`config.mk`:
```
export PLATFORM = sky130hd
export DESIGN_NAME = sargantana_icache_ifill_unit_flat
export DESIGN_NICKNAME = d
export VERILOG_FILES = /design/src/rtl/sargantana_icache_ifill_unit_pkg.sv /design/src/rtl/sargantana_icache_ifill_unit_if.sv /design/src/rtl/sargantana_icache_ifill_unit_linebuf.sv /design/src/rtl/sargantana_icache_ifill_unit.sv /design/src/flat_wrapper.sv
export SDC_FILE = /design/constraint.sdc
export NUM_CORES = 1
export LEC_CHECK = 0
export ABC_AREA = 0
export BUFFER_PORTS_ARGS = -buffer_cell sky130_fd_sc_hd__clkbuf_2
export CAP_MARGIN = 20
export CORE_AREA = 2 2 283 285
export DETAILED_ROUTE_END_ITERATION = 7
export DIE_AREA = 0 0 285 287
export HOLD_SLACK_MARGIN = 0.15
export PLACE_DENSITY_LB_ADDON = 0.25
export SYNTH_ARGS = -nofsm -noshare
export SYNTH_HDL_FRONTEND = slang
export SYNTH_HIERARCHICAL = 1
export SYNTH_SLANG_ARGS = --single-unit
```
`constraint.sdc`:
```
create_clock -name clk_i -period 19.9 [get_ports clk_i]
set_input_delay 1.99 -clock clk_i [delete_from_list [all_inputs] [get_ports clk_i]]
set_output_delay 1.99 -clock clk_i [all_outputs]
set_load 0.1 [all_outputs]
```
`src/rtl/sargantana_icache_ifill_unit_pkg.sv`:
```
// Shared types and sizes for the I$ refill engine: FSM states, request/response structs, beat geometry.
// Latency: n/a (types and constants only).
// Backpressure: n/a.
package sargantana_icache_ifill_unit_pkg;

    localparam int PHY_ADDR_SIZE     = 40;
    localparam int ICACHELINE_SIZE   = 512;
    localparam int ICACHE_INDEX_SIZE = 12;

    localparam int IFILL_BEAT_W = 64;
    localparam int IFILL_BEATS  = ICACHELINE_SIZE / IFILL_BEAT_W;
    localparam int IFILL_CNT_W  = $clog2(IFILL_BEATS);
    // Byte-offset bits inside one line; these are forced to zero on the memory address.
    localparam int IFILL_OFF_W  = $clog2(ICACHELINE_SIZE / 8);

    typedef enum logic [1:0] {
        IFILL_IDLE,
        IFILL_REQ,
        IFILL_FILL,
        IFILL_RESP
    } ifill_state_t;

    typedef struct packed {
        logic                     valid;
        logic [PHY_ADDR_SIZE-1:0] paddr;
    } ifill_req_o_t;

    typedef struct packed {
        logic                         valid;
        logic [ICACHE_INDEX_SIZE-1:0] paddr;
    } ifill_inv_t;

    typedef struct packed {
        logic                       valid;
        logic                       ack;
        logic [ICACHELINE_SIZE-1:0] data;
        ifill_inv_t                 inv;
    } ifill_resp_i_t;

endpackage

```
`src/rtl/sargantana_icache_ifill_unit_if.sv`:
```
// Bundles the I$-side and memory-side signals of the refill engine.
// Latency: n/a (wiring only).
// Backpressure: mem request uses valid/ready; mem beats and I$ responses carry no backpressure.
// Modports: slave = refill engine view, master = environment (I$ ctrl + memory) view.
interface sargantana_icache_ifill_unit_if;
    import sargantana_icache_ifill_unit_pkg::*;

    ifill_req_o_t              ifill_req_i;
    ifill_resp_i_t             ifill_resp_o;
    logic                      flush_i;
    logic                      mem_req_valid_o;
    logic                      mem_req_ready_i;
    logic [PHY_ADDR_SIZE-1:0]  mem_req_addr_o;
    logic                      mem_resp_valid_i;
    logic [IFILL_BEAT_W-1:0]   mem_resp_data_i;
    logic                      inv_valid_i;
    logic [PHY_ADDR_SIZE-1:0]  inv_paddr_i;
    logic                      busy_o;

    modport slave (
        input  ifill_req_i, flush_i, mem_req_ready_i, mem_resp_valid_i, mem_resp_data_i,
               inv_valid_i, inv_paddr_i,
        output ifill_resp_o, mem_req_valid_o, mem_req_addr_o, busy_o
    );

    modport master (
        output ifill_req_i, flush_i, mem_req_ready_i, mem_resp_valid_i, mem_resp_data_i,
               inv_valid_i, inv_paddr_i,
        input  ifill_resp_o, mem_req_valid_o, mem_req_addr_o, busy_o
    );

endinterface

```
`src/rtl/sargantana_icache_ifill_unit_linebuf.sv`:
```
// Line assembly register: decodes the beat index into a per-beat write enable and stores the beat.
// Latency: a beat is visible on line one cycle after wr_en.
// Backpressure: none; every enabled beat is written.
// Ports: clk_i/rst_i (async active-high clear), wr_en, beat_idx, beat_data in; line out.
module sargantana_icache_ifill_linebuf #(
    parameter int LINE_W = 512,
    parameter int BEAT_W = 64,
    parameter int CNT_W  = $clog2(LINE_W / BEAT_W)
) (
    input  logic              clk_i,
    input  logic              rst_i,
    input  logic              wr_en,
    input  logic [CNT_W-1:0]  beat_idx,
    input  logic [BEAT_W-1:0] beat_data,
    output logic [LINE_W-1:0] line
);

    localparam int BEATS = LINE_W / BEAT_W;

    always_ff @(posedge clk_i or posedge rst_i) begin
        if (rst_i) begin
            line <= '0;
        end else if (wr_en) begin
            // Beat 0 lands in the least significant slice.
            for (int b = 0; b < BEATS; b++) begin
                if (beat_idx == CNT_W'(b)) begin
                    line[b*BEAT_W +: BEAT_W] <= beat_data;
                end
            end
        end
    end

endmodule

```
`src/rtl/sargantana_icache_ifill_unit.sv`:
```
// I$ refill engine: one outstanding line fill, one line-aligned memory read, beats assembled into a line.
// Latency: req accepted at cycle 0 -> mem req at cycle 1 -> resp.valid one cycle after the last beat.
// Backpressure: mem request held until ready; beats have no backpressure; flush/inv hits drop the line.
// Ports: clk_i, rst_i (async active-high); ifill_bus (slave modport) carries the I$ request/response,
//        flush, invalidation input, memory request/beat channels and busy.
module sargantana_icache_ifill_unit
    import sargantana_icache_ifill_unit_pkg::*;
#(
    parameter int LINE_W  = ICACHELINE_SIZE,
    parameter int BEAT_W  = IFILL_BEAT_W,
    parameter int PADDR_W = PHY_ADDR_SIZE
) (
    input  logic                           clk_i,
    input  logic                           rst_i,
    sargantana_icache_ifill_unit_if.slave  ifill_bus
);

    localparam int BEATS = LINE_W / BEAT_W;
    localparam int CNT_W = $clog2(BEATS);
    localparam int OFF_W = $clog2(LINE_W / 8);

    ifill_state_t      state;
    logic [CNT_W-1:0]  beat_cnt;
    logic              drop;
    logic              ack_q;
    logic              mem_req_valid_q;
    logic [PADDR_W-1:0] paddr_q;
    ifill_inv_t        inv_q;
    logic [LINE_W-1:0] line;
    logic              inv_hit;
    logic              beat_wr;
    logic              resp_valid;
    logic              unused_offset;

    // Byte offset of the requested address never reaches the memory side.
    assign unused_offset = ^ifill_bus.ifill_req_i.paddr[OFF_W-1:0];

    // Invalidation hits compare line addresses only; the latched paddr is already aligned.
    assign inv_hit = ifill_bus.inv_valid_i &&
                     (ifill_bus.inv_paddr_i[PADDR_W-1:OFF_W] == paddr_q[PADDR_W-1:OFF_W]);

    // Beats outside FILL are protocol errors and must not corrupt the line.
    assign beat_wr = (state == IFILL_FILL) && ifill_bus.mem_resp_valid_i;

    // Flush and a same-cycle invalidation hit both gate the response combinationally in RESP,
    // so a stale line is never handed up even if the kill arrives on the last cycle.
    assign resp_valid = (state == IFILL_RESP) && !drop && !ifill_bus.flush_i && !inv_hit;

    always_ff @(posedge clk_i or posedge rst_i) begin
        if (rst_i) begin
            state           <= IFILL_IDLE;
            beat_cnt        <= '0;
            drop            <= 1'b0;
            ack_q           <= 1'b0;
            mem_req_valid_q <= 1'b0;
            paddr_q         <= '0;
        end else begin
            ack_q <= 1'b0;
            case (state)
                IFILL_IDLE: begin
                    if (ifill_bus.ifill_req_i.valid) begin
                        paddr_q         <= {ifill_bus.ifill_req_i.paddr[PADDR_W-1:OFF_W], {OFF_W{1'b0}}};
                        drop            <= 1'b0;
                        ack_q           <= 1'b1;
                        mem_req_valid_q <= 1'b1;
                        state           <= IFILL_REQ;
                    end
                end
                IFILL_REQ: begin
                    // A killed fill still completes its handshake so memory sees a clean transaction.
                    if (ifill_bus.flush_i || inv_hit) begin
                        drop <= 1'b1;
                    end
                    if (ifill_bus.mem_req_ready_i) begin
                        mem_req_valid_q <= 1'b0;
                        state           <= IFILL_FILL;
                    end
                end
                IFILL_FILL: begin
                    if (ifill_bus.flush_i || inv_hit) begin
                        drop <= 1'b1;
                    end
                    if (ifill_bus.mem_resp_valid_i) begin
                        if (beat_cnt == CNT_W'(BEATS - 1)) begin
                            beat_cnt <= '0;
                            state    <= IFILL_RESP;
                        end else begin
                            beat_cnt <= beat_cnt + 1'b1;
                        end
                    end
                end
                IFILL_RESP: begin
                    state <= IFILL_IDLE;
                end
                default: begin
                    state <= IFILL_IDLE;
                end
            endcase
        end
    end

    // Invalidation forwarding is a plain one-cycle pipe, independent of the fill state.
    always_ff @(posedge clk_i or posedge rst_i) begin
        if (rst_i) begin
            inv_q <= '0;
        end else begin
            inv_q.valid <= ifill_bus.inv_valid_i;
            inv_q.paddr <= ifill_bus.inv_paddr_i[ICACHE_INDEX_SIZE-1:0];
        end
    end

    sargantana_icache_ifill_linebuf #(
        .LINE_W (LINE_W),
        .BEAT_W (BEAT_W),
        .CNT_W  (CNT_W)
    ) u_linebuf (
        .clk_i     (clk_i),
        .rst_i     (rst_i),
        .wr_en     (beat_wr),
        .beat_idx  (beat_cnt),
        .beat_data (ifill_bus.mem_resp_data_i),
        .line      (line)
    );

    assign ifill_bus.ifill_resp_o.valid = resp_valid;
    assign ifill_bus.ifill_resp_o.ack   = ack_q;
    assign ifill_bus.ifill_resp_o.data  = line;
    assign ifill_bus.ifill_resp_o.inv   = inv_q;
    assign ifill_bus.mem_req_valid_o    = mem_req_valid_q;
    assign ifill_bus.mem_req_addr_o     = paddr_q;
    assign ifill_bus.busy_o             = (state != IFILL_IDLE);

    mem_resp_only_in_fill: assert property (
        @(posedge clk_i) disable iff (rst_i) ifill_bus.mem_resp_valid_i |-> (state == IFILL_FILL)
    );

endmodule

```
`src/flat_wrapper.sv`:
```
// flat-port wrapper written by rule: the top's interface ports become plain ports
module sargantana_icache_ifill_unit_flat import sargantana_icache_ifill_unit_pkg::*;
#(
    parameter int LINE_W  = ICACHELINE_SIZE,
    parameter int BEAT_W  = IFILL_BEAT_W,
    parameter int PADDR_W = PHY_ADDR_SIZE
)
  (clk_i, rst_i, ifill_bus_ifill_req_i, ifill_bus_flush_i, ifill_bus_mem_req_ready_i, ifill_bus_mem_resp_valid_i, ifill_bus_mem_resp_data_i, ifill_bus_inv_valid_i, ifill_bus_inv_paddr_i, ifill_bus_ifill_resp_o, ifill_bus_mem_req_valid_o, ifill_bus_mem_req_addr_o, ifill_bus_busy_o);
  sargantana_icache_ifill_unit_if ifill_bus_i ();
  input  logic clk_i;
  input  logic rst_i;
  input wire logic [$bits(ifill_bus_i.ifill_req_i)-1:0] ifill_bus_ifill_req_i;
  input wire logic [$bits(ifill_bus_i.flush_i)-1:0] ifill_bus_flush_i;
  input wire logic [$bits(ifill_bus_i.mem_req_ready_i)-1:0] ifill_bus_mem_req_ready_i;
  input wire logic [$bits(ifill_bus_i.mem_resp_valid_i)-1:0] ifill_bus_mem_resp_valid_i;
  input wire logic [$bits(ifill_bus_i.mem_resp_data_i)-1:0] ifill_bus_mem_resp_data_i;
  input wire logic [$bits(ifill_bus_i.inv_valid_i)-1:0] ifill_bus_inv_valid_i;
  input wire logic [$bits(ifill_bus_i.inv_paddr_i)-1:0] ifill_bus_inv_paddr_i;
  output wire logic [$bits(ifill_bus_i.ifill_resp_o)-1:0] ifill_bus_ifill_resp_o;
  output wire logic [$bits(ifill_bus_i.mem_req_valid_o)-1:0] ifill_bus_mem_req_valid_o;
  output wire logic [$bits(ifill_bus_i.mem_req_addr_o)-1:0] ifill_bus_mem_req_addr_o;
  output wire logic [$bits(ifill_bus_i.busy_o)-1:0] ifill_bus_busy_o;
  assign ifill_bus_i.ifill_req_i = ifill_bus_ifill_req_i;
  assign ifill_bus_i.flush_i = ifill_bus_flush_i;
  assign ifill_bus_i.mem_req_ready_i = ifill_bus_mem_req_ready_i;
  assign ifill_bus_i.mem_resp_valid_i = ifill_bus_mem_resp_valid_i;
  assign ifill_bus_i.mem_resp_data_i = ifill_bus_mem_resp_data_i;
  assign ifill_bus_i.inv_valid_i = ifill_bus_inv_valid_i;
  assign ifill_bus_i.inv_paddr_i = ifill_bus_inv_paddr_i;
  assign ifill_bus_ifill_resp_o = ifill_bus_i.ifill_resp_o;
  assign ifill_bus_mem_req_valid_o = ifill_bus_i.mem_req_valid_o;
  assign ifill_bus_mem_req_addr_o = ifill_bus_i.mem_req_addr_o;
  assign ifill_bus_busy_o = ifill_bus_i.busy_o;
  sargantana_icache_ifill_unit #(.LINE_W(LINE_W), .BEAT_W(BEAT_W), .PADDR_W(PADDR_W)) u_core (.clk_i(clk_i), .rst_i(rst_i), .ifill_bus(ifill_bus_i));
endmodule
```
== Word level (Yosys, flattened, before mapping) ==
Cells that the tools add are included.
Operators by class
  equal/unequal tests: 16
  reductions and logical operators: 28
  multiplexer cells: 14
  $add $sub $neg: 1
Operator list (number)
  == test 34 bit: 1
  AND reduction 2 bit: 10
  == test 3 bit (second input constant): 4
  2-to-1 mux 2 bit: 4
  inequality test 2 bit (second input constant): 4
  case mux 2 bit (4 select lines): 1
  == test 3 x 2 -> 1 bit (second input constant): 2
  2-to-1 mux 1 bit: 6
  AND reduction 3 bit: 2
  nonzero test 2 bit: 3
  logical AND 1 bit: 5
  == test 2 bit (second input constant): 2
  case mux 1 bit (2 select lines): 2
  AND reduction 4 bit: 1
  adder 3 x 1 -> 3 bit (second input constant): 1
  == test 3 x 1 -> 1 bit (second input constant): 1
  zero test 1 bit: 3
  zero test 3 bit: 1
  2-to-1 mux 3 bit: 1
  == test 2 x 1 -> 1 bit (second input constant): 1
  zero test 2 bit: 1
  inequality test 2 x 1 -> 1 bit (second input constant): 1
  OR reduction 2 bit: 1
  logical OR 1 bit: 1
Storage, ports and cells
  input bits: 151
  word-level logic and storage cells: 75
  bits in registers: 567
  output and inout port bits: 569

== Longest topological paths before layout ==
Gate-level depths: netlist (run 1).
  word-level depth: 5
  gate-level depth with buffers: 8
  depth with buffers taken out: 7

== Modules after synthesis ==
Netlist (run 1), hierarchy kept.
Modules (own cells, without submodules)
  sargantana_icache_ifill_linebuf: area each 19180.9 sq um, sequential area each 12812.3 sq um, instances 1, cells an instance 1088
  sargantana_icache_ifill_unit: area each 2454.9 sq um, sequential area each 1376.3 sq um, instances 1, cells an instance 184

== Least setup slack after synthesis (run 1) ==
OpenSTA, ideal clock, no wires.
  kind: input-to-output
  from: input ifill_bus_inv_paddr_i[38]
  to: output ifill_bus_ifill_resp_o[526]
  buffers on the path: 1
  required time: 17.910 ns
  arrival: 2.995 ns
  slack: 14.915 ns
  stages on the path: 6
  cells stage by stage: xnor2_1 -> nand4_1 -> nor4_1 -> nand4_1 -> and3_1 -> buf_4
Between the ends
  cells in the longest elaborated chain, start to end: 4
Ends and longest elaborated chain
  from (decl): RTL line flat_wrapper.sv:18  | input wire logic [$bits(ifill_bus_i.inv_paddr_i)-1:0] ifill_bus_inv_paddr_i;
  == test 34 bit: RTL line sargantana_icache_ifill_unit.sv:40  | (ifill_bus.inv_paddr_i[PADDR_W-1:OFF_W] == paddr_q[PADDR_W-1:OFF_W]);
  logical AND 1 bit: RTL line sargantana_icache_ifill_unit.sv:39  | assign inv_hit = ifill_bus.inv_valid_i &&
  zero test 1 bit: RTL line sargantana_icache_ifill_unit.sv:47  | assign resp_valid = (state == IFILL_RESP) && !drop && !ifill_bus.flush_i && !inv_hit;
  logical AND 1 bit: RTL line sargantana_icache_ifill_unit.sv:47
  to (decl): RTL line flat_wrapper.sv:19  | output wire logic [$bits(ifill_bus_i.ifill_resp_o)-1:0] ifill_bus_ifill_resp_o;
No other way between the ends.

== Final worst setup path (run 1) ==
  from: input ifill_bus_inv_paddr_i[18]
  to: output ifill_bus_ifill_resp_o[526]
The elaborated chain is that of the path after synthesis.

==> run_results.csv, run 1 <==
group,metric,value,unit
outcome,status,"completed",
clock_tree,h-tree-depth,3,
detailed_routing,vias,13644,
final_layout,multi_input_area,0.00687,mm2
detailed_routing,ant_nets,0,
synth,syn_area_per_cell,17.0,um2
final_layout,area_delta_synth_final,31.2,%
sta,hold_slack,0.480,ns
final_layout,drive_gt1_frac,0.585,
sta,finalCriticalPeriod,6.11,ns
critical_path,worstSetupEndpointType,"output port",
global_routing,grt_pass1_wl,99.3,mm
sta,worst_pin_slew,0.992,ns
clock_tree,cts_hold_buf,0,
critical_path,crit_required,17.91,ns
synth,yosysTopAreaCellShare,0.656,
global_routing,grt_pass1_vias,14748,
clock_tree,clkSlewWorstSetupHoldPaths,0.06,ns
global_routing,grt_use_total,0.161,
critical_path,crit_chain,"clkbuf_2 > xnor2_1 > nand4_1 > nor4_1 > nand4_1 > and3_1 > clkbuf_2",
synth,syn_area,0.0216,mm2
sta,tns,0,ns
sta,max-slew-margin-rel,0.338,
flow_run,cap_violations,0,
global_routing,antenna_found_initial,2,
critical_path,critPathMaxStageDelay,0.63,ns
clock_tree,clk_latency,0.61,ns
placement,placedCellCount,2987,
placement,dp_hpwl,47.3,mm
detailed_routing,via_per_inst,4.40,
global_routing,gr-total-overflow,0,
sta,period_share,0.307,
detailed_routing,drc_errors,0,
detailed_routing,post_drt_wl_per_cell,21.7,um
clock_tree,post_cts.repair.setup_buffers,0,
critical_path,worstPathMaxFanout,2,
die,ios,720,
sta,max_freq,164,MHz
synth,synth_cells,1272,
synth,ys_top_cells_by_area,"dfrtp_1, mux2_2, mux2_1",
clock_tree,cts.repair.resized,0,
clock_tree,cts_root_buffer,"clkbuf_16",
worst_hold_path,holdCritPathClass,"reg2reg",
sta,slew_viol_final,0,
final_layout,finalNetCount,2165,
sta,setup_violations,0,
sta,skew,0.0375,ns
placement,place.gp.congestion,0.868,
final_layout,final_cell_count_no_fill,3104,
synth,synth_area_leader_cell,"dfrtp_1",
die,die_w,285,um
synth,synth-seq-cells,567,
detailed_routing,drtIter0Drc,445,
synth,yosysWarnings,6,
critical_path,cp_slowest_cell,"nor4_1",
final_layout,ff_latch_area,0.0142,mm2
clock_tree,cts.sinks,567,
die,fp.dieH,287,um
detailed_routing,firstDrtPassIters,4,
die,dieArea,0.0818,mm2
detailed_routing,routed_wl,67.5,mm
die,core-area,0.0786,mm2
synth,seq_area_frac_synth,0.656,
placement,port_buffers,707,
sta,finalHoldViolations,0,
die,rows,103,
clock_tree,cts_max_path_buffers,3,
critical_path,crit_type,"in2out",
critical_path,cp.arrival,4.12,ns
die,start_util,0.275,
clock_tree,tritoncts,"done",
global_routing,grt_max_degree,87,
sta,rsz0062_at_grt,"false",
synth,synth.distinct_cells,29,
clock_tree,cts_made_buffers,67,
final_layout,fillers,7668,
critical_path,crit_path_start_kind,"primary input",
flip-flops by register name, summed over array words and instances (netlist names):
register and flops:
u_core/ifill_bus.mem_req_addr_o 34, u_core/ifill_bus.ifill_resp_o 13, u_core/beat_cnt 3, u_core/u_linebuf/line 512, u_core/drop 1, u_core/ifill_bus.mem_req_valid_o 1
u_core/ack_q 1, u_core/state 2
metal layers:
metal,vias to the layer above,part of all wire,global-route usage
met5,-,0,0
met4,0,0.026,0.0496
met3,103,0.077,0.0532
met2,510,0.50,0.280
met1,7069,0.40,0.189
li1,5962,-,-
worst max-delay path, delay by kind of cell:
family / cells / cell delay [ns]
xor gates and xnor gates: 1 / 0.30
and+or+nand+nor: 4 / 1.37
buffers and inverters: 2 / 0.46
cells in the mapped netlist:
| cell type | n |
|---|---|
| mux2_2 | 363 |
| o21ai_0 | 5 |
| buf_2 | 30 |
| inv_1 | 8 |
| a21o_1 | 2 |
| nand4_1 | 7 |
| nand2b_1 | 1 |
| nand3_1 | 1 |
| o32a_1 | 1 |
| and3_1 | 1 |
| buf_8 | 18 |
| dfrtp_1 | 567 |
| a21oi_1 | 2 |
| xor2_1 | 8 |
| nand2_1 | 6 |
| nor4_1 | 3 |
| and4bb_1 | 3 |
| nor4b_1 | 1 |
| buf_4 | 9 |
| nand4_2 | 1 |
| nor2_1 | 1 |
| nand2_2 | 1 |
| mux2_1 | 185 |
| buf_6 | 9 |
| ha_1 | 7 |
| xnor2_1 | 26 |
| nor3_1 | 2 |
| conb_1 | 1 |
| nand4b_1 | 3 |
cells by family (layout without fill, tap and decap cells):
logic type,after synthesis,in the layout,share of synthesized area
xor gates and xnor gates,34,34,0.0138
muxes,548,548,0.285
AOI/OAI and AO/OA,10,10,0.00278
adders and majority gates,7,7,0.00405
buffers and inverters,74,849,0.0286
DFF,567,567,0.656
other,1,8,0.000173
and+or+nand+nor,31,31,0.00960
final timing paths:
check | startpoint | end | slack [ns] | cells after the start
setup reg to reg | u_core/state[0] | u_core/u_linebuf/line[317] | 16.72 | 7
setup / recovery | ifill_bus_inv_paddr_i[18] | ifill_bus_ifill_resp_o[526] | 13.79 | 7
hold / removal | u_core/u_linebuf/line[181] | u_core/u_linebuf/line[181] | 0.48 | 1
max in group asynchronous | rst_i | u_core/u_linebuf/line[462] | 16.11 | 4
hold reg to reg | u_core/u_linebuf/line[181] | u_core/u_linebuf/line[181] | 0.48 | 1
min in group asynchronous | rst_i | u_core/u_linebuf/line[50] | 1.50 | 2
stage by stage:
stage | cell area (um2) | setup WS [ns] | utilization
floorplan | 21700 | 3.61 | -
global placement | 26100 | 13.69 | 0.332
detailed placement | 26100 | 13.64 | 0.332
CTS | 28400 | 13.63 | 0.361
global route | 28400 | 13.68 | 0.361
finish | 28400 | 13.79 | 0.361
layout make-up:
cell class | count | area share
Multi-Input combinational cell | 636 | 0.242
Clock buffer | 94 | 0.0687
Sequential cell | 567 | 0.500
Tap cell | 1050 | 0.0463
Timing Repair Buffer | 727 | 0.131
Antenna cell | 2 | 0.000176
Clock inverter | 20 | 0.0108
Inverter | 8 | 0.00132
cell usage in the layout (no fill, tap or decap), types with 9 or more instances in the layout:
| cell | n |
|---|---|
| xnor2_1 | 26 |
| clkbuf_16 | 68 |
| clkbuf_2 | 707 |
| dfrtp_1 | 567 |
| clkbuf_8 | 15 |
| clkinv_2 | 9 |
| buf_4 | 19 |
| mux2_2 | 363 |
| mux2_1 | 185 |
| clkbuf_1 | 11 |
Power of run 1 is left out: the tool's default activity adds up to more than one toggle a clock period on the data nets, which glitch-free logic cannot reach.
==> run 2: changes to the inputs <==
clock period = 5.2 ns   (was 19.9 ns; I/O delays follow)
==> run 2 against run 1 <==
  * Worst hold slack worse by 0.26 ns
  * First-iteration DRC count increased by 3.4%
  * Global-route usage is 0.054 points higher
  * Sequential cell count did not move
  * Non-clock buffer count grew 51
  * Register-to-register slack worse by 15 ns
  * Final area rose by 1.4%
  * Clock-buffer cell count fell by 6
==> run_results.csv, run 2 (synthesized netlist as in run 1, its figures left out) <==
group,metric,value,unit
clock_tree,post_cts.repair.setup_buffers,0,
die,fp.dieH,287,um
clock_tree,cts_root_buffer,"clkbuf_16",
placement,dp_hpwl,48.0,mm
final_layout,drive_gt1_frac,0.572,
clock_tree,cts_hold_buf,49,
critical_path,crit_type,"in2out",
clock_tree,cts.sinks,567,
final_layout,area_delta_synth_final,33.0,%
worst_hold_path,holdPathStages,2,
final_layout,layout_common_cells,"clkbuf_2, dfrtp_1, mux2_2",
detailed_routing,ant_nets,0,
sta,slew_viol_final,0,
die,dieArea,0.0818,mm2
global_routing,antenna_found_initial,2,
clock_tree,clk_latency,0.64,ns
final_layout,final_common_cell,"clkbuf_2",
detailed_routing,routed_wl,68.1,mm
die,start_util,0.275,
clock_tree,clkSlewWorstSetupHoldPaths,0.06,ns
sta,finalHoldViolations,0,
sta,max_freq,282,MHz
die,rows,103,
clock_tree,cts_made_buffers,61,
final_layout,finalNetCount,2210,
sta,rsz0062_at_grt,"false",
final_layout,final_core_util,0.366,
global_routing,grt_pass1_vias,14636,
final_layout,top_register,"u_core/u_linebuf/line",
critical_path,crit_path_start_kind,"primary input",
critical_path,r2r-start,"u_core/state[0]",
global_routing,grt_max_degree,162,
critical_path,worstPathMaxFanout,2,
critical_path,r2r_cells,7,
final_layout,antenna_cells,0,
critical_path,cp.arrival,3.03,ns
die,core-area,0.0786,mm2
worst_hold_path,min_delay_worst_endpoint,"u_core/u_linebuf/line[269]",
clock_tree,cts.repair.resized,0,
die,die_w,285,um
critical_path,rr_endpoint,"u_core/u_linebuf/line[298]",
global_routing,grt_pass1_wl,99.6,mm
detailed_routing,firstDrtPassIters,4,
sta,skew,0.0200,ns
detailed_routing,via_per_inst,4.38,
clock_tree,cts_max_path_buffers,3,
die,ios,720,
critical_path,crit_required,4.68,ns
critical_path,worstSetupEndpointType,"output port",
placement,port_buffers,707,
detailed_routing,drtIter0Drc,460,
global_routing,gr-total-overflow,0,
detailed_routing,post_drt_wl_per_cell,21.6,um
clock_tree,tritoncts,"done",
sta,setup_violations,0,
clock_tree,h-tree-depth,2,
sta,worst_pin_slew,0.924,ns
final_layout,fillers,7585,
worst_hold_path,holdCritPathClass,"in2reg",
sta,max-slew-margin-rel,0.382,
sta,tns,0,ns
detailed_routing,drc_errors,0,
sta,layout_setup_ws,1.65,ns
worst_hold_path,worstHoldStart,"ifill_bus_mem_resp_data_i[13]",
sta,finalCriticalPeriod,3.55,ns
global_routing,grt_use_total,0.162,
outcome,status,"completed",
detailed_routing,vias,13813,
final_layout,largest_reg_flops,512,
placement,post-place-ws,2.08,ns
flow_run,cap_violations,0,
sta,period_share,0.682,
placement,place.gp.congestion,0.873,
critical_path,rrSetupSlack,2.10,ns
## run 2: area by class of cell
type,count,area [um2],share of cell area
sequential,567,14200,0.493
multi-input combinational,636,6870,0.239
timing repair buffer,778,4250,0.148
clock buffer,88,1800,0.0625
tap,1050,1310,0.0456
clock inverter,24,327,0.0113
inverter,8,33.8,0.00117
## run 2: per-layer routing
layer,routed length (um),vias to the layer above,GRT usage
met5,0,-,0
met2,34200,505,0.282
li1,-,6052,-
met4,2050,0,0.0513
met1,27400,7145,0.195
met3,4490,111,0.0418
## run 2: worst max-delay path by stage
stage / slack (ns) / endpoint / from / cells after the start
4_1_cts: 1.60 / ifill_bus_ifill_resp_o[526] / u_core/ifill_bus.mem_req_addr_o[27] / 6
3_5_place_dp: 2.08 / u_core/u_linebuf/line[298] / u_core/state[0] / 7
3_3_place_gp: 2.07 / ifill_bus_ifill_resp_o[526] / ifill_bus_inv_paddr_i[27] / 7
2_1_floorplan: -2.27 / u_core/u_linebuf/line[0] / rst_i / 1
6_report: 1.65 / ifill_bus_ifill_resp_o[526] / ifill_bus_inv_paddr_i[10] / 8
5_1_grt: 1.54 / ifill_bus_ifill_resp_o[526] / ifill_bus_inv_paddr_i[10] / 8
## run 2: worst max-delay path, stage by stage
cell           delay (ns)
dlygate4sd3_1        0.53
clkbuf_2             0.12
xnor2_1              0.21
nand4_1              0.13
nor4_1               0.68
nand4_1              0.21
and3_1               0.25
clkbuf_2             0.37
## run 2: per-stage QoR
stage	hold slack, ns	instances	cell area (um2)
2_1_floorplan	0.508	1277	21700
3_3_place_gp	0.467	2989	26200
3_5_place_dp	0.474	2989	26200
4_1_cts	0.151	3150	28800
5_1_grt	0.187	3151	28800
6_report	0.215	3151	28800
Power of run 2 is left out for the same reason.
==> run 3: changes to the inputs <==
ABC_AREA = 1   (was 0)
CORE_AREA = 2 2 281 283   (was 2 2 283 285)
DIE_AREA = 0 0 283 285   (was 0 0 285 287)
clock period = 3.2 ns   (was 5.2 ns; I/O delays follow)
==> run 3 against run 2 <==
  * Largest cell class unchanged
  * Worst hold slack lost 0.013 ns
  * Area after synthesis rose by 4.7%
  * Clock-buffer cell count rose by 6
  * Utilization is 2.6 points higher
  * Sequential cell count unchanged
  * Critical path depth up 3
  * Via count increased by 45%
  * Die area shrank 1.4%
==> run_results.csv, run 3 <==
group,metric,value,unit
synth,syn_area,0.0227,mm2
synth,synth_cells,2610,
synth,syn_area_per_cell,8.68,um2
clock_tree,cts_root_buffer,"clkbuf_16",
synth,synth_area_leader_cell,"dfrtp_1",
die,dieArea,0.0807,mm2
synth,yosysMostFrequentCell,"nand2_1",
placement,port_buffers,707,
die,fp.dieH,285,um
global_routing,grt_pass1_wl,132,mm
sta,setup_violations,0,
global_routing,antenna_found_initial,1,
final_layout,top_register,"u_core/u_linebuf/line",
placement,dpl_cell_area,0.0272,mm2
critical_path,cp.arrival,3.25,ns
global_routing,grt_use_total,0.215,
clock_tree,cts_max_path_buffers,3,
synth,seq_area_frac_synth,0.626,
final_layout,fillers,7957,
sta,finalCriticalPeriod,2.74,ns
die,start_util,0.291,
final_layout,finalNetCount,3505,
critical_path,worstPathMaxFanout,29,
synth,async_reset_ff_frac,1.00,
detailed_routing,vias,19976,
sta,skew,0.0268,ns
detailed_routing,via_per_inst,4.49,
clock_tree,clkSlewWorstSetupHoldPaths,0.06,ns
clock_tree,tritoncts,"done",
critical_path,crit_path_start_kind,"flip-flop",
synth,synth.distinct_cells,26,
placement,place.gp.congestion,0.816,
final_layout,area_delta_synth_final,34.9,%
final_layout,final_common_cell,"nand2_1",
global_routing,grt_pass1_vias,19820,
clock_tree,cts_made_buffers,66,
final_layout,layout_common_cells,"nand2_1, clkbuf_2, dfrtp_1",
sta,worst_pin_slew,1.02,ns
worst_hold_path,holdCritPathClass,"in2reg",
sta,hold_slack,0.203,ns
clock_tree,cts.repair.resized,0,
global_routing,gr-total-overflow,0,
final_layout,drive_gt1_frac,0.263,
sta,finalHoldViolations,0,
placement,dp_hpwl,58.1,mm
critical_path,worstSetupEndpointType,"flip-flop",
final_layout,largest_reg_flops,512,
global_routing,grt_max_degree,114,
sta,slew_viol_final,0,
clock_tree,h-tree-depth,3,
sta,period_share,0.855,
final_layout,fin_area,0.0306,mm2
sta,max-slew-margin-rel,0.320,
clock_tree,cts.sinks,567,
synth,synth-edff-count,0,
detailed_routing,post_drt_wl_per_cell,19.9,um
die,rows,103,
critical_path,crit_type,"reg2reg",
die,ios,720,
detailed_routing,firstDrtPassIters,7,
detailed_routing,drc_errors,0,
synth,yosysWarnings,6,
synth,ys_top_cells_by_area,"dfrtp_1, nand2_1, nand3_1",
synth,synth-seq-cells,567,
synth,yosys-top-cells-count,"nand2_1, dfrtp_1, nand3_1",
clock_tree,clk_latency,0.60,ns
sta,max_freq,365,MHz
die,die_w,283,um
critical_path,crit_required,3.72,ns
die,core-area,0.0780,mm2
sta,rsz0062_at_grt,"false",
detailed_routing,ant_nets,0,
synth,yosysTopAreaCellShare,0.626,
detailed_routing,routed_wl,88.5,mm
flow_run,cap_violations,0,
outcome,status,"completed",
detailed_routing,drtIter0Drc,1501,
synth,ys.flop_type,"dfrtp_1",
[run 3: cell types whose count changed in the layout (fill, tap and decap cells not counted), sizes merged, moves of 26 or more]
cell         delta
nand2        +1424
dlygate4sd3    +63
nor2           +26
buf            +30
mux2          -548
nand3         +258
inv            +54
[run 3: metrics by stage]
step                cells  utilization  setup slack, ns  setup TNS (ns)
detailed placement   4216        0.349            0.381               0
global route         4447        0.392            0.197               0
finish               4447        0.392            0.464               0
global placement     4216        0.349            0.439               0
floorplan            2615            -            -4.07        -2085.03
CTS                  4446        0.392            0.393               0
[run 3: final timing paths]
kind | slack [ns] | depth (start not counted) | endpoint | start
setup / recovery | 0.46 | 11 | u_core/u_linebuf/line[497] | u_core/state[0]
hold / removal | 0.20 | 6 | u_core/drop | ifill_bus_inv_paddr_i[19]
max in group asynchronous | 1.76 | 4 | u_core/u_linebuf/line[209] | rst_i
hold reg to reg | 0.47 | 2 | u_core/u_linebuf/line[95] | u_core/u_linebuf/line[95]
min in group asynchronous | 0.37 | 3 | u_core/u_linebuf/line[360] | rst_i
setup reg to reg | 0.46 | 11 | u_core/u_linebuf/line[497] | u_core/state[0]
[run 3: kinds of logic (layout without fill, tap and decap cells)]
family	after synthesis	after routing	synth area share
AOI/OAI and AO/OA	35	35	0.00818
xor gates and xnor gates	12	12	0.00464
adders and majority gates	7	7	0.00387
buffers and inverters	268	1049	0.0556
DFF	567	567	0.626
other	1	7	0.000166
and+or+nand+nor	1720	1720	0.301
[run 3: layout make-up]
type | count | area [um2] | share of cell area
Antenna cell | 1 | 2.50 | 0.0000819
Clock buffer | 94 | 1940 | 0.0634
Clock inverter | 23 | 267 | 0.00872
Inverter | 61 | 234 | 0.00766
Multi-Input combinational cell | 1780 | 7320 | 0.239
Sequential cell | 567 | 14200 | 0.464
Tap cell | 1050 | 1310 | 0.0430
Timing Repair Buffer | 871 | 5300 | 0.173
[run 3: worst max-delay path: stages, from the launching register on]
cell      delay, ns
dfrtp_1        0.37
inv_1          0.09
ha_1           0.23
nand2_1        0.15
inv_1          0.14
nand2_1        0.30
clkinv_2       0.40
buf_4          0.35
nand2_4        0.21
buf_12         0.25
nand2_1        0.08
nand2_1        0.06
[run 3: metal layers]
layer	GRT usage	share of wire	routed length [um]
met4	0.0798	0.036	3220
met1	0.272	0.41	36700
met5	0	0	0
met3	0.0545	0.071	6320
met2	0.356	0.48	42300
[run 3: timing repair]
action / 4_1_cts / 5_1_grt
hold buffers: 113 / 0
endpoints found under the hold margin: 523 / 0
setup buffers: 0 / 0
Power of run 3 is left out for the same reason.
